`src/rtl/grf_wb_ctrl_if.sv`:
```
// GRF write-port bundle: pipeline writeback, late-result handshake,
// scoreboard marking and the registered GRF write outputs.
//
// Signals:
//   pipe_we/pipe_wa/pipe_wd/pipe_pc   pipeline writeback (never stalled)
//   late_valid/late_ready             late-result handshake
//   late_wa/late_wd/late_pc           late-result payload
//   mark_valid/mark_wa                decode marks a pending late write
//   WA/WD/RegWrite/PC                 registered GRF write port
//   pending                           per-register outstanding late write
//   fifo_count                        late-result FIFO occupancy
//
// slave  : the write-port controller
// master : whoever drives the pipeline/late/mark side
interface grf_wb_ctrl_if #(
    parameter int PTR_W = 2
);
    logic             pipe_we;
    logic [4:0]       pipe_wa;
    logic [31:0]      pipe_wd;
    logic [31:0]      pipe_pc;

    logic             late_valid;
    logic             late_ready;
    logic [4:0]       late_wa;
    logic [31:0]      late_wd;
    logic [31:0]      late_pc;

    logic             mark_valid;
    logic [4:0]       mark_wa;

    logic [4:0]       WA;
    logic [31:0]      WD;
    logic             RegWrite;
    logic [31:0]      PC;

    logic [31:0]      pending;
    logic [PTR_W:0]   fifo_count;

    modport slave (
        input  pipe_we, pipe_wa, pipe_wd, pipe_pc,
        input  late_valid, late_wa, late_wd, late_pc,
        output late_ready,
        input  mark_valid, mark_wa,
        output WA, WD, RegWrite, PC,
        output pending, fifo_count
    );

    modport master (
        output pipe_we, pipe_wa, pipe_wd, pipe_pc,
        output late_valid, late_wa, late_wd, late_pc,
        input  late_ready,
        output mark_valid, mark_wa,
        input  WA, WD, RegWrite, PC,
        input  pending, fifo_count
    );
endinterface

```
`src/rtl/grf_wb_ctrl.sv`:
```
// GRF write-port driver: merges the never-stalled pipeline writeback with
// a FIFO-buffered late-result source and emits one registered GRF write.
//
// Ports:
//   clk    rising-edge clock
//   reset  synchronous, active-high
//   wb     grf_wb_ctrl_if.slave (pipeline, late handshake, mark, GRF out)
//
// Parameters:
//   DEPTH  late-result FIFO entries (power of two, 2..16)
//   PTR_W  log2(DEPTH)
//
// Build option:
//   GRF_WB_BYPASS_EN  when defined, a late result arriving while the FIFO
//                     is empty and the pipeline slot is free is written
//                     straight to the GRF on its handshake edge.
module grf_wb_ctrl #(
    parameter int DEPTH = 4,
    parameter int PTR_W = 2
) (
    input  logic         clk,
    input  logic         reset,
    grf_wb_ctrl_if.slave wb
);

    typedef struct packed {
        logic [4:0]  wa;
        logic [31:0] wd;
        logic [31:0] pc;
    } wb_ent_t;

    localparam logic [PTR_W:0] FULL_CNT = DEPTH[PTR_W:0];
    localparam logic [PTR_W:0] CNT_ZERO = '0;

    // FIFO storage and pointers
    wb_ent_t          mem_q [DEPTH];
    logic [PTR_W-1:0] wr_ptr_q, wr_ptr_d;
    logic [PTR_W-1:0] rd_ptr_q, rd_ptr_d;
    logic [PTR_W:0]   count_q, count_d;

    // registered GRF write port
    wb_ent_t          out_q, out_d;
    logic             we_q, we_d;

    // scoreboard
    logic [31:0]      pend_q, pend_d;

    // decoded controls
    logic             pipe_hit;
    logic             fifo_empty;
    logic             accept;
    logic             push;
    logic             pop;
    logic             byp;
    wb_ent_t          head;
    wb_ent_t          pipe_ent;
    wb_ent_t          late_ent;
    logic [31:0]      set_m;
    logic [31:0]      clr_m;

    assign pipe_hit   = wb.pipe_we && (wb.pipe_wa != 5'd0);
    assign fifo_empty = (count_q == CNT_ZERO);
    assign head       = mem_q[rd_ptr_q];

    assign pipe_ent = '{wa: wb.pipe_wa, wd: wb.pipe_wd, pc: wb.pipe_pc};
    assign late_ent = '{wa: wb.late_wa, wd: wb.late_wd, pc: wb.late_pc};

    // Ready is a function of the registered count only, so a pop on the
    // same edge never opens a slot for a push while full.
    assign wb.late_ready = !reset && (count_q < FULL_CNT);
    assign accept        = wb.late_valid && wb.late_ready;

`ifdef GRF_WB_BYPASS_EN
    assign byp = accept && fifo_empty && !pipe_hit
              && (wb.late_wa != 5'd0);
`else
    assign byp = 1'b0;
`endif

    // r0 results are swallowed by the handshake; bypassed ones skip the FIFO
    assign push = accept && (wb.late_wa != 5'd0) && !byp;
    assign pop  = !pipe_hit && !fifo_empty;

    // Output select: pipeline first, then FIFO head, then bypass
    always_comb begin
        out_d = out_q;
        we_d  = 1'b0;
        if (pipe_hit) begin
            out_d = pipe_ent;
            we_d  = 1'b1;
        end else if (pop) begin
            out_d = head;
            we_d  = 1'b1;
        end else if (byp) begin
            out_d = late_ent;
            we_d  = 1'b1;
        end
    end

    // FIFO bookkeeping; pointers wrap naturally at DEPTH
    always_comb begin
        wr_ptr_d = wr_ptr_q;
        rd_ptr_d = rd_ptr_q;
        count_d  = count_q;
        if (push) begin
            wr_ptr_d = wr_ptr_q + PTR_W'(1);
        end
        if (pop) begin
            rd_ptr_d = rd_ptr_q + PTR_W'(1);
        end
        count_d = count_q
                + {{PTR_W{1'b0}}, push}
                - {{PTR_W{1'b0}}, pop};
    end

    // Scoreboard: set applied after clear so a same-edge mark wins
    always_comb begin
        set_m = 32'd0;
        clr_m = 32'd0;
        if (wb.mark_valid && (wb.mark_wa != 5'd0)) begin
            set_m = 32'd1 << wb.mark_wa;
        end
        if (pop) begin
            clr_m = 32'd1 << head.wa;
        end else if (byp) begin
            clr_m = 32'd1 << wb.late_wa;
        end
        pend_d = ((pend_q & ~clr_m) | set_m) & ~32'd1;
    end

    always_ff @(posedge clk) begin
        if (reset) begin
            wr_ptr_q <= '0;
            rd_ptr_q <= '0;
            count_q  <= '0;
            out_q    <= '0;
            we_q     <= 1'b0;
            pend_q   <= '0;
        end else begin
            wr_ptr_q <= wr_ptr_d;
            rd_ptr_q <= rd_ptr_d;
            count_q  <= count_d;
            out_q    <= out_d;
            we_q     <= we_d;
            pend_q   <= pend_d;
        end
    end

    // Storage needs no reset: occupancy is tracked by the pointers
    always_ff @(posedge clk) begin
        if (push && !reset) begin
            mem_q[wr_ptr_q] <= late_ent;
        end
    end

    assign wb.WA         = out_q.wa;
    assign wb.WD         = out_q.wd;
    assign wb.PC         = out_q.pc;
    assign wb.RegWrite   = we_q;
    assign wb.pending    = pend_q;
    assign wb.fifo_count = count_q;

endmodule

```
`src/flat_wrapper.sv`:
```
// flat-port wrapper written by rule: the top's interface ports become plain ports
module grf_wb_ctrl_flat 
#(
    parameter int DEPTH = 4,
    parameter int PTR_W = 2
)
  (clk, reset, wb_pipe_we, wb_pipe_wa, wb_pipe_wd, wb_pipe_pc, wb_late_valid, wb_late_wa, wb_late_wd, wb_late_pc, wb_late_ready, wb_mark_valid, wb_mark_wa, wb_WA, wb_WD, wb_RegWrite, wb_PC, wb_pending, wb_fifo_count);
  grf_wb_ctrl_if #(.PTR_W(PTR_W)) wb_i ();
  input  logic clk;
  input  logic reset;
  input wire logic [$bits(wb_i.pipe_we)-1:0] wb_pipe_we;
  input wire logic [$bits(wb_i.pipe_wa)-1:0] wb_pipe_wa;
  input wire logic [$bits(wb_i.pipe_wd)-1:0] wb_pipe_wd;
  input wire logic [$bits(wb_i.pipe_pc)-1:0] wb_pipe_pc;
  input wire logic [$bits(wb_i.late_valid)-1:0] wb_late_valid;
  input wire logic [$bits(wb_i.late_wa)-1:0] wb_late_wa;
  input wire logic [$bits(wb_i.late_wd)-1:0] wb_late_wd;
  input wire logic [$bits(wb_i.late_pc)-1:0] wb_late_pc;
  output wire logic [$bits(wb_i.late_ready)-1:0] wb_late_ready;
  input wire logic [$bits(wb_i.mark_valid)-1:0] wb_mark_valid;
  input wire logic [$bits(wb_i.mark_wa)-1:0] wb_mark_wa;
  output wire logic [$bits(wb_i.WA)-1:0] wb_WA;
  output wire logic [$bits(wb_i.WD)-1:0] wb_WD;
  output wire logic [$bits(wb_i.RegWrite)-1:0] wb_RegWrite;
  output wire logic [$bits(wb_i.PC)-1:0] wb_PC;
  output wire logic [$bits(wb_i.pending)-1:0] wb_pending;
  output wire logic [$bits(wb_i.fifo_count)-1:0] wb_fifo_count;
  assign wb_i.pipe_we = wb_pipe_we;
  assign wb_i.pipe_wa = wb_pipe_wa;
  assign wb_i.pipe_wd = wb_pipe_wd;
  assign wb_i.pipe_pc = wb_pipe_pc;
  assign wb_i.late_valid = wb_late_valid;
  assign wb_i.late_wa = wb_late_wa;
  assign wb_i.late_wd = wb_late_wd;
  assign wb_i.late_pc = wb_late_pc;
  assign wb_late_ready = wb_i.late_ready;
  assign wb_i.mark_valid = wb_mark_valid;
  assign wb_i.mark_wa = wb_mark_wa;
  assign wb_WA = wb_i.WA;
  assign wb_WD = wb_i.WD;
  assign wb_RegWrite = wb_i.RegWrite;
  assign wb_PC = wb_i.PC;
  assign wb_pending = wb_i.pending;
  assign wb_fifo_count = wb_i.fifo_count;
  grf_wb_ctrl #(.DEPTH(DEPTH), .PTR_W(PTR_W)) u_core (.clk(clk), .reset(reset), .wb(wb_i));
endmodule
```
`config.mk`:
```
export PLATFORM = sky130hd
export DESIGN_NAME = grf_wb_ctrl_flat
export DESIGN_NICKNAME = d
export VERILOG_FILES = /design/src/rtl/grf_wb_ctrl_if.sv /design/src/rtl/grf_wb_ctrl.sv /design/src/flat_wrapper.sv
export SDC_FILE = /design/constraint.sdc
export NUM_CORES = 1
export LEC_CHECK = 0
export CAP_MARGIN = 25
export CORE_ASPECT_RATIO = 1.5
export CORE_MARGIN = 5
export CORE_UTILIZATION = 47
export CTS_CLUSTER_DIAMETER = 200
export DETAILED_ROUTE_END_ITERATION = 10
export PLACE_DENSITY = 0.77
export REMOVE_ABC_BUFFERS = 1
export SYNTH_ARGS = -nofsm -noshare
export SYNTH_HDL_FRONTEND = slang
export SYNTH_SLANG_ARGS = --single-unit
```
`constraint.sdc`:
```
create_clock -name clk -period 4.8 [get_ports clk]
set_clock_uncertainty 0.1 [all_clocks]
set_input_delay 0.72 -clock clk [delete_from_list [all_inputs] [get_ports clk]]
set_output_delay 0.72 -clock clk [all_outputs]
set_load 0.05 [all_outputs]
```
==> results.rst <==
.. list-table::
   :header-rows: 1

   * - Metric
     - Value
   * - Clock slew seen by the registers of the worst setup and hold paths
     - 0.06 ns
   * - Number of storage elements in the synthesis netlist
     - 386
   * - Fill cell total of the finished layout
     - 2367
   * - Slew headroom
     - 0.306
   * - Remaining Overflow, GRT
     - 0
   * - Number of I/O port buffers
     - 252
   * - Ordered list of cells on the worst path
     - clkdlybuf4s50_1 -> o31ai_1 -> and3_1 -> ha_1 -> inv_1 -> ha_1 -> inv_1 -> fa_1 -> xor2_1 -> xnor2_1 -> nor2_1
   * - Library cell contributing the largest single delay on the critical path
     - sky130_fd_sc_hd__o31ai_1
   * - Gate count after technology mapping
     - 969
   * - Number of failing hold endpoints at the final stage
     - 0
   * - Root Buffer
     - sky130_fd_sc_hd__clkbuf_16
   * - Area occupied by multi-input gates
     - 0.00399 mm2
   * - Fraction of final layout cells sized beyond drive strength 1
     - 0.120
   * - Syn Std Cell Area
     - 0.0148 mm2
   * - Area growth from synthesis to layout
     - 27.8%
   * - Period utilization
     - 0.634
   * - Kind of capture point of the worst setup path
     - flip-flop
   * - Core area
     - 0.0310 mm2
   * - Final hold slack
     - 0.380 ns
   * - Max-capacitance violation count
     - 0
   * - Final HPWL from detailed placement
     - 22.0 mm
   * - Die span in y
     - 227 um
   * - Post-route setup slack
     - 1.76 ns
   * - Number of warnings issued by yosys
     - 0
   * - Slack of the worst reg-to-reg path
     - 1.90 ns
   * - DRT Pass-1 Iters
     - 5
   * - Pins Over Slew Limit
     - 0
   * - Dominant synthesized flop cell
     - sky130_fd_sc_hd__edfxtp_1
   * - Buffers inserted during post-CTS setup optimization
     - 0
   * - HP Start
     - u_core.wb.WD[15]
   * - Initial core utilization
     - 0.475
   * - First-pass GRT wire length
     - 52.6 mm
   * - Hold depth
     - 2
   * - Static Leak
     - 6.06 nW
   * - Proportion of register bits with asynchronous set or reset after synthesis
     - 0
   * - Highest fanout seen on the critical path
     - 5
   * - CTS-repair resized insts
     - 0
   * - WHS Endpoint
     - u_core.wb.WD[15]
   * - Most frequently used cell type in the post-synthesis netlist
     - sky130_fd_sc_hd__edfxtp_1
   * - Sink count of the clock tree
     - 386
   * - Number of antenna-violating nets in the routed design
     - 0
   * - Commonest cells post-synth
     - sky130_fd_sc_hd__edfxtp_1, sky130_fd_sc_hd__nand2_1, sky130_fd_sc_hd__dfxtp_1
   * - Worst VDD drop
     - 377 uV
   * - Share of the synthesized area in the top cell type
     - 0.562
   * - Library cell occupying the most area in the post-synthesis netlist
     - sky130_fd_sc_hd__edfxtp_1
   * - Mapped Avg Cell Area
     - 15.2 um2
   * - Pre-CTS WS
     - 1.28 ns
   * - Path category of the worst min-delay check
     - reg -> reg
   * - R2R cell count
     - 5
   * - Number of antenna violations at the first check in global routing
     - 5
   * - Slowest Stage Delay on Critical Path
     - 0.49 ns
   * - Shortest period the worst path allows
     - 3.04 ns
   * - Crit Reg-Reg Endpoint
     - u_core.wb.pending[29]
   * - Die area
     - 0.0351 mm2
   * - Setup violators final
     - 0
   * - Finished Cell Area
     - 0.0189 mm2
   * - Routability congestion estimate
     - 0.889
   * - Data arrival, critical path
     - 3.31 ns
   * - Classification of the worst setup path
     - in -> reg
   * - Maximum number of pins on one net before global-route repair
     - 139
   * - Setup repair after global routing missed its margin
     - false
   * - Final wirelength
     - 34.3 mm
   * - Count of H-tree levels built during CTS
     - 2
   * - Crit path required time
     - 5.07 ns
   * - Maximum frequency from static timing analysis
     - 329 MHz
   * - Power Total
     - 9.00 mW
   * - Element type at the critical path start
     - primary input
   * - Total power per unit cell area
     - 478 mW/mm2
   * - Netlist cell types
     - 33
   * - Standard-cell rows
     - 79
   * - Initial drt markers
     - 517
   * - Post-layout net count
     - 1359
   * - DR vias
     - 9108
   * - Area post-placement
     - 0.0177 mm2
   * - Setup_tns
     - 0 ns
   * - Vias in the first global route
     - 9520
   * - Number of remaining DRC errors
     - 0
   * - Post-CTS Hold Buffers
     - 0
   * - CTS tree
     - built
   * - Status
     - complete, no violations
   * - Average routed wire per standard cell
     - 20.9 um
   * - Number of buffers inserted during clock tree synthesis
     - 36
   * - Die width
     - 155 um
   * - Global-route usage over all layers
     - 0.193
   * - Average via count per standard cell
     - 5.56
   * - Flip-flop and latch area
     - 0.0105 mm2
   * - Seq/Total Area, Yosys
     - 0.711
   * - Clock latency reported for the late side of the worst-skew pair
     - 0.51 ns
   * - Number of flops mapped to enable cells by yosys
     - 276
   * - Count of boundary I/O pins
     - 254
   * - Synth top area cells
     - sky130_fd_sc_hd__edfxtp_1, sky130_fd_sc_hd__dfxtp_1, sky130_fd_sc_hd__mux4_2, sky130_fd_sc_hd__a311oi_1, sky130_fd_sc_hd__nand2_1
   * - Bufs on Longest Clock Path
     - 3
   * - Transition time at the pin with the least slew margin
     - 1.04 ns
## stage by stage
step / std cells / util
after floorplan: 901 / -
after global placement: 1566 / 0.568
after detailed placement: 1571 / 0.571
after CTS: 1635 / 0.607
after global routing: 1639 / 0.608
final: 1639 / 0.608
## cells by family after synthesis
family          Yosys count  share of synthesized area
compound gates          139                     0.0739
xor+xnor                  5                    0.00297
fa+ha+maj                 7                    0.00644
buf+inv                  73                     0.0205
flops                   386                      0.711
mux                      70                      0.106
other cells               1                   0.000254
simple gates            288                     0.0790
## cells in the final DEF, fill, tap and decap left out, types with 4 or more instances in the layout
cell	instances
sky130_fd_sc_hd__a21oi_1	33
sky130_fd_sc_hd__a311oi_1	99
sky130_fd_sc_hd__and2_4	4
sky130_fd_sc_hd__and3_1	4
sky130_fd_sc_hd__buf_4	8
sky130_fd_sc_hd__clkbuf_1	5
sky130_fd_sc_hd__clkbuf_16	37
sky130_fd_sc_hd__clkdlybuf4s50_1	251
sky130_fd_sc_hd__clkinv_1	4
sky130_fd_sc_hd__clkinv_2	9
sky130_fd_sc_hd__clkinvlp_4	4
sky130_fd_sc_hd__dfxtp_1	108
sky130_fd_sc_hd__diode_2	4
sky130_fd_sc_hd__edfxtp_1	276
sky130_fd_sc_hd__ha_1	6
sky130_fd_sc_hd__inv_1	5
sky130_fd_sc_hd__mux4_2	69
sky130_fd_sc_hd__nand2_1	169
sky130_fd_sc_hd__nor2_1	85
sky130_fd_sc_hd__nor2b_1	10
## worst max path at each step
stage | slack [ns] | end | cells past startpoint | startpoint
3_3_place_gp | 1.36 | u_core.wb.fifo_count[2] | 11 | wb_pipe_wa[1]
2_1_floorplan | -4.82 | u_core.wb.WA[3] | 4 | wb_pipe_wa[0]
3_5_place_dp | 1.28 | u_core.wb.fifo_count[2] | 11 | wb_pipe_wa[1]
4_1_cts | 1.79 | u_core.wb.fifo_count[2] | 11 | wb_pipe_wa[1]
6_report | 1.76 | u_core.wb.fifo_count[2] | 11 | wb_pipe_wa[1]
5_1_grt | 1.65 | u_core.wb.fifo_count[2] | 11 | wb_pipe_wa[1]
## state kept, by name, summed over array words and instances (netlist names), named ones only
signal,flops
u_core.mem_q,276
u_core.rd_ptr_q,2
u_core.wb.PC,32
u_core.wb.RegWrite,1
u_core.wb.WA,5
u_core.wb.WD,32
u_core.wb.fifo_count,3
u_core.wb.pending,31
u_core.wr_ptr_q,2
## area by class of cell
class / count / share of cell area
inverter: 5 / 0.000995
multi-input combinational: 510 / 0.212
tap: 405 / 0.0269
timing repair buffer: 265 / 0.143
clock buffer: 44 / 0.0516
sequential: 386 / 0.557
antenna: 4 / 0.000531
clock inverter: 20 / 0.00843
## layer usage
layer  GRT usage  share of wire
met3      0.0299          0.049
met4      0.0792          0.037
met1       0.221           0.37
met2       0.359           0.54
met5           0        0.00038
## report_power, final
group | total, mW | internal, mW | switching, mW | leakage, nW
Combinational | 2.31 | 0.861 | 1.45 | 2.10
Sequential | 3.95 | 3.81 | 0.144 | 3.41
Clock | 2.74 | 1.55 | 1.19 | 0.551
## worst max-delay path, delay by kind of cell
kind / cells / cell delay (ns)
compound gates: 1 / 0.49
xor+xnor: 2 / 0.32
fa+ha+maj: 3 / 0.80
buf+inv: 3 / 0.57
simple gates: 2 / 0.40
(Power assumes the default switching activity.)
